## src/rtl/i2c_mbyte_seq.sv

```systemverilog
// rtl/i2c_mbyte_seq.sv - Wishbone sequencer running multi-byte I2C register transactions on the i2c master core
// Drives TXR/CR writes and SR/RXR reads byte by byte; handles NACK, arbitration loss and TIP timeout.
module i2c_mbyte_seq #(
    parameter int         MAX_BYTES = 4,
    parameter int         LEN_W     = 5,
    parameter int         POLL_MAX  = 65535,
    parameter logic [2:0] ADR_TXR   = 3'd3,
    parameter logic [2:0] ADR_CR    = 3'd4
) (
    input  logic                   wb_clk_i,
    input  logic                   wb_rst_i,
    input  logic                   cmd_valid,
    output logic                   cmd_ready,
    input  logic                   cmd_rd,
    input  logic [6:0]             cmd_dev,
    input  logic [7:0]             cmd_reg,
    input  logic [LEN_W-1:0]       cmd_len,
    input  logic [8*MAX_BYTES-1:0] cmd_wdata,
    output logic                   rsp_valid,
    output logic [1:0]             rsp_err,
    output logic [LEN_W-1:0]       rsp_byte,
    output logic [8*MAX_BYTES-1:0] rsp_rdata,
    output logic [2:0]             wb_adr_o,
    output logic [7:0]             wb_dat_o,
    input  logic [7:0]             wb_dat_i,
    output logic                   wb_we_o,
    output logic                   wb_stb_o,
    output logic                   wb_cyc_o,
    input  logic                   wb_ack_i
);

    localparam int DW = 8 * MAX_BYTES;
    localparam int PW = (POLL_MAX > 2) ? $clog2(POLL_MAX) : 1;
    localparam logic [PW-1:0] POLL_LAST = PW'(POLL_MAX - 1);

    localparam logic [7:0] CR_STA_WR  = 8'h90;
    localparam logic [7:0] CR_WR      = 8'h10;
    localparam logic [7:0] CR_STO_WR  = 8'h50;
    localparam logic [7:0] CR_RD_ACK  = 8'h20;
    localparam logic [7:0] CR_STO_RDN = 8'h68;
    localparam logic [7:0] CR_STO     = 8'h40;

    localparam logic [1:0] ERR_NACK = 2'd1;
    localparam logic [1:0] ERR_TMO  = 2'd2;
    localparam logic [1:0] ERR_AL   = 2'd3;

    typedef enum logic [3:0] {
        S_IDLE, S_TXR, S_CR, S_POLL, S_CHK, S_RXR, S_STO_CR, S_STO_POLL, S_DONE
    } state_t;

    state_t            state_q, state_d;
    logic              rd_q, rd_d;
    logic [6:0]        dev_q, dev_d;
    logic [7:0]        reg_q, reg_d;
    logic [LEN_W-1:0]  len_q, len_d;
    logic [DW-1:0]     wdata_q, wdata_d;
    logic [LEN_W-1:0]  idx_q, idx_d;
    logic [PW-1:0]     poll_q, poll_d;
    logic              sr_al_q, sr_al_d;
    logic              sr_nack_q, sr_nack_d;
    logic [1:0]        err_q, err_d;
    logic [DW-1:0]     rdata_q, rdata_d;
    logic              stb_q, stb_d;
    logic              we_q, we_d;
    logic [2:0]        adr_q, adr_d;
    logic [7:0]        dat_q, dat_d;

    logic              acc_req, acc_we, acc_done;
    logic [2:0]        acc_adr;
    logic [7:0]        acc_dat;
    logic [LEN_W-1:0]  base, last_idx, idx_nxt;
    logic              is_data, is_last, rd_byte, nxt_rd_byte;
    logic [7:0]        txr_val, cr_val;

    // Bus byte index: 0 dev addr, 1 reg addr, 2 repeated-start addr on reads, then data.
    assign base        = rd_q ? LEN_W'(3) : LEN_W'(2);
    assign last_idx    = base + len_q - LEN_W'(1);
    assign is_data     = idx_q >= base;
    assign is_last     = idx_q == last_idx;
    assign rd_byte     = rd_q && is_data;
    assign idx_nxt     = idx_q + LEN_W'(1);
    assign nxt_rd_byte = rd_q && (idx_nxt >= base);
    assign acc_done    = stb_q && wb_ack_i;

    always_comb begin
        txr_val = wdata_q[DW-1 -: 8];
        cr_val  = CR_STA_WR;
        if (idx_q == LEN_W'(0)) begin
            txr_val = {dev_q, 1'b0};
        end else if (idx_q == LEN_W'(1)) begin
            txr_val = reg_q;
            cr_val  = CR_WR;
        end else if (!is_data) begin
            txr_val = {dev_q, 1'b1};
        end else if (rd_q) begin
            cr_val  = is_last ? CR_STO_RDN : CR_RD_ACK;
        end else begin
            cr_val  = is_last ? CR_STO_WR : CR_WR;
        end
    end

    always_comb begin
        state_d   = state_q;
        rd_d      = rd_q;
        dev_d     = dev_q;
        reg_d     = reg_q;
        len_d     = len_q;
        wdata_d   = wdata_q;
        idx_d     = idx_q;
        poll_d    = poll_q;
        sr_al_d   = sr_al_q;
        sr_nack_d = sr_nack_q;
        err_d     = err_q;
        rdata_d   = rdata_q;
        acc_req   = 1'b0;
        acc_we    = 1'b0;
        acc_adr   = ADR_CR;
        acc_dat   = 8'h00;

        case (state_q)
            S_IDLE: begin
                if (cmd_valid) begin
                    rd_d    = cmd_rd;
                    dev_d   = cmd_dev;
                    reg_d   = cmd_reg;
                    len_d   = cmd_len;
                    idx_d   = '0;
                    poll_d  = '0;
                    err_d   = 2'd0;
                    rdata_d = '0;
                    if (cmd_len == '0 || cmd_len > LEN_W'(MAX_BYTES)) begin
                        err_d   = ERR_NACK;
                        wdata_d = '0;
                        state_d = S_DONE;
                    end else begin
                        // Left-align so the first byte to send always sits in the top byte.
                        wdata_d = cmd_wdata << (8 * (MAX_BYTES - int'(cmd_len)));
                        state_d = S_TXR;
                    end
                end
            end
            S_TXR: begin
                acc_req = 1'b1;
                acc_we  = 1'b1;
                acc_adr = ADR_TXR;
                acc_dat = txr_val;
                if (acc_done) begin
                    if (is_data) wdata_d = wdata_q << 8;
                    state_d = S_CR;
                end
            end
            S_CR: begin
                acc_req = 1'b1;
                acc_we  = 1'b1;
                acc_dat = cr_val;
                if (acc_done) begin
                    poll_d  = '0;
                    state_d = S_POLL;
                end
            end
            S_POLL: begin
                acc_req = 1'b1;
                if (acc_done) begin
                    sr_al_d   = wb_dat_i[5];
                    sr_nack_d = wb_dat_i[7];
                    if (!wb_dat_i[1]) begin
                        state_d = S_CHK;
                    end else if (poll_q == POLL_LAST) begin
                        err_d   = ERR_TMO;
                        state_d = S_STO_CR;
                    end else begin
                        poll_d  = poll_q + PW'(1);
                    end
                end
            end
            S_CHK: begin
                if (sr_al_q) begin
                    err_d   = ERR_AL;
                    state_d = S_DONE;
                end else if (!rd_byte && sr_nack_q) begin
                    err_d   = ERR_NACK;
                    state_d = S_STO_CR;
                end else if (rd_byte) begin
                    state_d = S_RXR;
                end else if (is_last) begin
                    state_d = S_DONE;
                end else begin
                    idx_d   = idx_nxt;
                    state_d = nxt_rd_byte ? S_CR : S_TXR;
                end
            end
            S_RXR: begin
                acc_req = 1'b1;
                acc_adr = ADR_TXR;
                if (acc_done) begin
                    rdata_d = (rdata_q << 8) | DW'(wb_dat_i);
                    if (is_last) begin
                        state_d = S_DONE;
                    end else begin
                        idx_d   = idx_nxt;
                        state_d = S_CR;
                    end
                end
            end
            S_STO_CR: begin
                acc_req = 1'b1;
                acc_we  = 1'b1;
                acc_dat = CR_STO;
                if (acc_done) begin
                    poll_d  = '0;
                    state_d = S_STO_POLL;
                end
            end
            S_STO_POLL: begin
                acc_req = 1'b1;
                if (acc_done) begin
                    if (!wb_dat_i[1] || poll_q == POLL_LAST) state_d = S_DONE;
                    else                                       poll_d  = poll_q + PW'(1);
                end
            end
            S_DONE: state_d = S_IDLE;
            default: state_d = S_IDLE;
        endcase

        // Single Wishbone transfer: launch from an idle bus, hold until ack, then drop for one cycle.
        stb_d = stb_q;
        we_d  = we_q;
        adr_d = adr_q;
        dat_d = dat_q;
        if (acc_req && !stb_q) begin
            stb_d = 1'b1;
            we_d  = acc_we;
            adr_d = acc_adr;
            dat_d = acc_dat;
        end else if (acc_done) begin
            stb_d = 1'b0;
            we_d  = 1'b0;
            adr_d = 3'd0;
            dat_d = 8'h00;
        end
    end

    always_ff @(posedge wb_clk_i) begin
        if (wb_rst_i) begin
            state_q   <= S_IDLE;
            rd_q      <= 1'b0;
            dev_q     <= '0;
            reg_q     <= '0;
            len_q     <= '0;
            wdata_q   <= '0;
            idx_q     <= '0;
            poll_q    <= '0;
            sr_al_q   <= 1'b0;
            sr_nack_q <= 1'b0;
            err_q     <= 2'd0;
            rdata_q   <= '0;
            stb_q     <= 1'b0;
            we_q      <= 1'b0;
            adr_q     <= 3'd0;
            dat_q     <= 8'h00;
        end else begin
            state_q   <= state_d;
            rd_q      <= rd_d;
            dev_q     <= dev_d;
            reg_q     <= reg_d;
            len_q     <= len_d;
            wdata_q   <= wdata_d;
            idx_q     <= idx_d;
            poll_q    <= poll_d;
            sr_al_q   <= sr_al_d;
            sr_nack_q <= sr_nack_d;
            err_q     <= err_d;
            rdata_q   <= rdata_d;
            stb_q     <= stb_d;
            we_q      <= we_d;
            adr_q     <= adr_d;
            dat_q     <= dat_d;
        end
    end

    assign cmd_ready = (state_q == S_IDLE);
    assign rsp_valid = (state_q == S_DONE);
    assign rsp_err   = err_q;
    assign rsp_byte  = idx_q;
    assign rsp_rdata = rdata_q;
    assign wb_stb_o  = stb_q;
    assign wb_cyc_o  = stb_q;
    assign wb_we_o   = we_q;
    assign wb_adr_o  = adr_q;
    assign wb_dat_o  = dat_q;

endmodule

```

## config.mk

```make
export PLATFORM = sky130hd
export DESIGN_NAME = i2c_mbyte_seq
export DESIGN_NICKNAME = d
export VERILOG_FILES = /design/src/rtl/i2c_mbyte_seq.sv
export SDC_FILE = /design/constraint.sdc
export NUM_CORES = 1
export LEC_CHECK = 0
export ABC_AREA = 1
export BUFFER_PORTS_ARGS = -buffer_cell sky130_fd_sc_hd__buf_4
export CAP_MARGIN = 15
export CORE_MARGIN = 2
export CORE_UTILIZATION = 40
export DETAILED_ROUTE_END_ITERATION = 10
export HOLD_SLACK_MARGIN = 0.06
export MAX_ROUTING_LAYER = met4
export PLACE_DENSITY_LB_ADDON = 0.1
export SETUP_SLACK_MARGIN = 0.15
export SKIP_LAST_GASP = 1
export SYNTH_ARGS = -nofsm -noshare
export SYNTH_HDL_FRONTEND = slang
export SYNTH_SLANG_ARGS = --single-unit
export TNS_END_PERCENT = 20
```

## constraint.sdc

```tcl
create_clock -name wb_clk_i -period 6.3 [get_ports wb_clk_i]
set_input_delay 0.315 -clock wb_clk_i [delete_from_list [all_inputs] [get_ports wb_clk_i]]
set_output_delay 0.315 -clock wb_clk_i [all_outputs]
set_load 0.02 [all_outputs]
```

==> results of run 1 <==
-- logic make-up (layout without fill, tap and decap cells) --
family	Yosys count	in the layout	synth area share [%]
compound gates	310	310	24.88
fa+ha+maj	10	10	1.918
flops	126	126	38.67
xor+xnor	12	12	1.611
simple gates	378	378	23.83
buf+inv	148	253	8.939
mux	1	1	0.1535
-- registers in the layout, summed over array words and instances, names as in the netlist --
name / cells
wb_dat_o: 8
len_q: 5
rd_q: 1
wb_adr_o: 2
poll_q: 16
sr_al_q: 1
rsp_err: 2
reg_q: 8
wb_cyc_o: 1
state_q: 4
wdata_q: 32
dev_q: 7
rsp_rdata: 32
wb_we_o: 1
rsp_byte: 5
sr_nack_q: 1
-- critical path, stage by stage (launching register included) --
cell and delay (ns):
dfxtp_1 0.40, inv_1 0.09, nor2_1 0.13, nand2_1 0.25, nor2_4 0.69, nand2_1 0.10
nand2_1 0.71, inv_2 0.47, a21oi_1 0.25, nor2_1 0.06
-- power groups by stage --
stage	logic (mW)	clock network, mW	registers [mW]
final	0.572	1.10	0.958
after global routing	0.646	1.15	0.971
after CTS	0.573	1.12	0.958
after detailed placement	0.570	0	0.973
after global placement	0.570	0	0.973
after floorplan	0.352	0	0.997
-- routing by layer --
layer | vias to the layer above | GRT usage (%)
li1 | 3448 | -
met1 | 3069 | 29.11
met2 | 159 | 36.33
met3 | 19 | 4.861
met4 | 0 | 6.039
met5 | - | -
-- layout make-up --
cell class / count / area, sq um
tap: 216 / 270.3
clock inverter: 13 / 210.2
timing repair buffer: 121 / 908.4
inverter: 100 / 375.4
fill: 1691 / 7729
clock buffer: 19 / 452.9
sequential: 126 / 2522
multi-input combinational: 711 / 3417
-- layout by cell type, fill, tap and decap left out, drive strengths merged --
| cell | instances |
|---|---|
| nand2 | 217 |
| a21oi | 155 |
| dfxtp | 126 |
| o21ai | 122 |
| buf | 121 |
| nor2 | 105 |
| inv | 101 |
| nand3 | 37 |
| clkbuf | 19 |
| a31oi | 13 |
| nand4 | 11 |
| xor2 | 11 |
| ha | 10 |
| o211ai | 8 |
| a22oi | 6 |
| bufinv | 5 |
| clkinv | 5 |
| nor3 | 4 |
| o2111ai | 3 |
| o22ai | 2 |
| clkinvlp | 2 |
| nor3b | 2 |
| and2 | 1 |
| a211oi | 1 |
| xnor2 | 1 |
| nor4 | 1 |
| mux2i | 1 |
-- path summary, 6_finish.rpt --
kind,start,endpoint,slack (ns),cells after the start
min,wb_dat_i[0],rsp_rdata[0],0.13,3
max reg2reg,state_q[2],rsp_rdata[14],3.02,9
min reg2reg,dev_q[6],dev_q[6],0.46,2
max,state_q[2],rsp_rdata[14],3.02,9
==> flow_summary_export.csv, run 1 <==
group,metric,value,unit
run_status,outcome,"finished, final reports clean",
layout,n_antenna_cell,0,
sta,setup_violations,0,
yosys,ys_top_cells_by_area,"dfxtp_1, nand2_1, a21oi_1",
route,routed_wl,18.97,mm
route,vias_per_cell,5.126,
sta,hold_slack,0.1273,ns
pwr,pwr_density_cell,322.2,nW/um^2
pwr,switching_share,31.02,%
route,dr.pass1.iters,5,
sta,tns,0,ns
yosys,syn_inst,985,
yosys,synth_top_area_cell,"dfxtp_1",
yosys,ys_warn_count,0,
floorplan,start_util,41.06,%
sta,layout_min_cycle_time,3.280,ns
floorplan,fp.dieH,131.7,microns
cts,clockBufferDepth,2,
yosys,syn_area,6523,sq um
route,wl_per_cell,14.53,microns
setup_path,critPathKind,"flop to flop",
route,drc,0,
layout,utilization,51.35,%
pwr,pwr-share-seq,36.5,%
placed_design,placement.cell_area,7493,sq um
flow_run,drv_cap,0,
cts,cts_root_buf,"clkbuf_16",
yosys,ys_seq_area_share,38.67,%
route,dr.max_layer_used,"met4",
sta,worstMarginPinSlew,0.9283,ns
layout,instances_no_fill,1306,
route,drt-initial-drc-count,578,
cts,post_cts.repair.setup_buffers,0,
pwr,comb_power_share,21.8,%
cts,cts.repair.resized,0,
route,dr_wl_met3,775,microns
route,wl_met1,8.788,mm
setup_path,end_kind,"flop",
route,route.vias.total,6695,
yosys,syn_nets,1060,
sta,rsz0062_at_grt,"no",
global_route,gr-total-overflow,0,
global_route,first_global_vias,6235,
placed_design,portBuffers,119,
floorplan,die_w,131.7,microns
placed_design,hpwlAfterDp,13.55,mm
cts,cts_tree,"done",
sta,hold_violations,0,
floorplan,die-area,17340,sq um
sta,finalCritPeriodShare,52.06,%
cts,insertion_delay,0.42,ns
cts,clock-sinks,126,
yosys,synth.most_common_cell,"nand2_1",
yosys,synth_area_per_cell,6.622,sq um
cts,cts.htree.levels,4,
placed_design,pre_cts_ws,2.933,ns
route,wl_met2,9.133,mm
setup_path,cp_max_fo,36,
hold_path,hp-class,"input port to flop",
route,antenna_left,0,
setup_path,crit_required,6.60,ns
global_route,grt_max_degree,91,
sta,fin_skew,0.01364,ns
yosys,synth_top_area_share,38.67,%
pwr,p_int,1.813,mW
cts,cts_made_buffers,17,
layout,synthToLayoutAreaGrowth,25.05,%
yosys,synthArstFlopShare,0,%
global_route,grt_pass1_wl,31.19,mm
pwr,power_leakage,3.519,nW
layout,nets,1152,
pwr,switchingPower,0.8151,mW
yosys,synth_commonest_cells,"nand2_1, a21oi_1, dfxtp_1, o21ai_0, nor2_1",
yosys,ys_ff_latch,126,
layout,drive_gt1_share,16.06,%
cts,ctsHoldBuffers,0,
pwr,clockPowerShare,41.8,%
layout,finalInstanceArea,8157,sq um
sta,fin_ws,3.020,ns
global_route,track_usage,22.68,%
sta,slew_headroom,37.96,%
floorplan,fp-row-count,46,
pwr,totalPowerFinal,2.628,mW
setup_path,worstPathArrival,3.58,ns
global_route,antenna_found_initial,0,
cts,clk_pin_slew,0.06,ns
pwr,ir_worst_vdd,0.2315,mV
sta,maxSlewViolCount,0,
yosys,synth-edff-count,0,
setup_path,cp-start-kind,"flop",
placed_design,place.gp.congestion,0.9499,
sta,clock.fmax,0.3049,GHz
floorplan,ioPinCount,120,
floorplan,core_region_area,15890,sq um
yosys,post_synth_num_cell_types,35,
placed_design,placed_cells,1274,
yosys,ys.flop_type,"dfxtp_1",
Power figures use the tool's default switching activity.
==> run 2, diff against run 1 <==
==> constraint.sdc (replaced) <==
create_clock -name wb_clk_i -period 2.79 [get_ports wb_clk_i]
set_input_delay 0.1395 -clock wb_clk_i [delete_from_list [all_inputs] [get_ports wb_clk_i]]
set_output_delay 0.1395 -clock wb_clk_i [all_outputs]
set_load 0.02 [all_outputs]
==> run 2 against run 1 <==
Effect of this change:
- design area up 4.0%
- non-clock buffer count up 43
- register-to-register slack worse by 2.6 ns
- critical path depth up 5
- sequential power up 130%
- cell count up 3.3%
- utilization up 2.1 points
- worst hold slack worse by 0.054 ns
- largest cell class unchanged
- largest power group unchanged
==> flow_summary_export.csv, run 2 (same netlist as run 1, synthesis figures left out) <==
group,metric,value,unit
route,route.vias.total,6930,
setup_path,critPathKind,"input port to flop",
global_route,track_usage,23.48,%
floorplan,start_util,41.06,%
cts,clockBufferDepth,2,
setup_path,cp-start-kind,"input port",
sta,rsz0062_at_grt,"no",
setup_path,worstPathArrival,2.76,ns
setup_path,end_kind,"flop",
cts,insertion_delay,0.42,ns
cts,cts_root_buf,"clkbuf_16",
cts,cts_made_buffers,17,
sta,worstMarginPinSlew,0.7019,ns
layout,utilization,53.41,%
sta,slew_headroom,53.21,%
layout,nets,1195,
global_route,first_global_vias,6330,
sta,setup_violations,0,
layout,synthToLayoutAreaGrowth,30.08,%
hold_path,hp-class,"input port to flop",
flow_run,drv_cap,0,
sta,hold_slack,0.07361,ns
route,drc,0,
global_route,grt_pass1_wl,32.07,mm
global_route,antenna_found_initial,0,
placed_design,place.gp.congestion,0.9409,
placed_design,pre_cts_ws,0.4685,ns
layout,instances_no_fill,1349,
floorplan,die-area,17340,sq um
route,wl_per_cell,14.68,microns
pwr,power_leakage,3.678,nW
cts,clk_pin_slew,0.06,ns
pwr,ir_worst_vdd,0.4487,mV
cts,clock-sinks,126,
sta,fin_skew,0.009497,ns
layout,n_antenna_cell,0,
layout,nFillCells,1657,
floorplan,fp.dieH,131.7,microns
sta,hold_violations,0,
route,drt-initial-drc-count,573,
global_route,gr-total-overflow,0,
pwr,pwr_density_cell,672.8,nW/um^2
cts,cts_tree,"done",
layout,drive_gt1_share,16.86,%
placed_design,placed_cells,1289,
route,dr.pass1.iters,5,
sta,finalCritPeriodShare,86.76,%
route,routed_wl,19.81,mm
route,vias_per_cell,5.137,
placed_design,portBuffers,119,
route,antenna_left,0,
sta,layout_min_cycle_time,2.421,ns
sta,maxSlewViolCount,0,
sta,clock.fmax,0.4131,GHz
floorplan,core_region_area,15890,sq um
placed_design,hpwlAfterDp,13.95,mm
cts,cts.htree.levels,4,
floorplan,fp-row-count,46,
layout,layout_commonest_cell,"nand2_1",
floorplan,die_w,131.7,microns
sta,tns,0,ns
floorplan,ioPinCount,120,
setup_path,cp_max_fo,13,
sta,fin_ws,0.3695,ns
cts,post_cts.repair.setup_buffers,0,
global_route,grt_max_degree,49,
setup_path,crit_required,3.13,ns
run_status,outcome,"finished, final reports clean",
layout,most-common-layout-cells,"nand2_1, a21oi_1, buf_4, dfxtp_1, o21ai_0",
## run 2: changes by cell type in the layout (fill, tap and decap cells not counted)
cell,previous run,this run
clkinv_4,2,3
inv_6,2,1
o21ai_2,1,2
clkinvlp_4,2,3
clkinv_2,2,5
o21ai_1,5,4
buf_4,121,135
clkbuf_8,2,1
buf_12,0,1
dlygate4sd3_1,0,28
bufinv_16,5,2
## run 2: path summary, 6_finish.rpt
check / cells past startpoint / end / slack, ns / startpoint
setup / recovery: 14 / wdata_q[17] / 0.37 / cmd_len[1]
hold / removal: 3 / dev_q[1] / 0.07 / cmd_dev[1]
setup reg to reg: 11 / wdata_q[28] / 0.45 / rsp_byte[0]
hold reg to reg: 2 / dev_q[2] / 0.46 / dev_q[2]
## run 2: repair_timing
| item | in CTS | in global routing |
|---|---|---|
| endpoints found under the hold margin | 30 | 0 |
| endpoints found under the setup margin | 0 | 2 |
| hold buffers | 28 | 0 |
| resized for setup | 0 | 1 |
## run 2: critical path: stages
cell and delay, ns:
dlygate4sd3_1 0.54, buf_4 0.14, inv_1 0.07, ha_1 0.14
inv_1 0.05, nand2_1 0.04, and2_1 0.13, o21ai_0 0.10
nor2_1 0.28, inv_1 0.16, nor2_2 0.42, buf_4 0.29
nand3_1 0.09, a31oi_1 0.17
## run 2: per-stage QoR
stage | power, mW | cell area [sq um]
2_1_floorplan | 3.046 | 6523
3_3_place_gp | 3.529 | 7619
3_5_place_dp | 3.532 | 7619
4_1_cts | 5.747 | 8481
5_1_grt | 6.034 | 8484
6_report | 5.708 | 8484
## run 2: cell type report
class,count,area [sq um],share of cell area [%]
clock inverter,14,142.6,1.681
sequential,126,2522,29.73
multi-input combinational,711,3421,40.32
timing repair buffer,164,1314,15.48
tap,216,270.3,3.185
inverter,100,375.4,4.424
clock buffer,18,439.2,5.176
## run 2: power breakdown
group	total [mW]	switching (mW)	internal [mW]
Combinational	1.38	0.878	0.501
Clock	2.17	0.834	1.33
Sequential	2.16	0.145	2.02
Total	5.71	1.86	3.85
## run 2: per-layer routing
| layer | up-vias | track usage [%] | wire length [microns] |
|---|---|---|---|
| met2 | 131 | 37.17 | 9524 |
| met4 | 0 | 7.126 | 291 |
| li1 | 3547 | - | - |
| met5 | - | - | 0 |
| met1 | 3235 | 30.32 | 9315 |
| met3 | 17 | 4.745 | 678 |
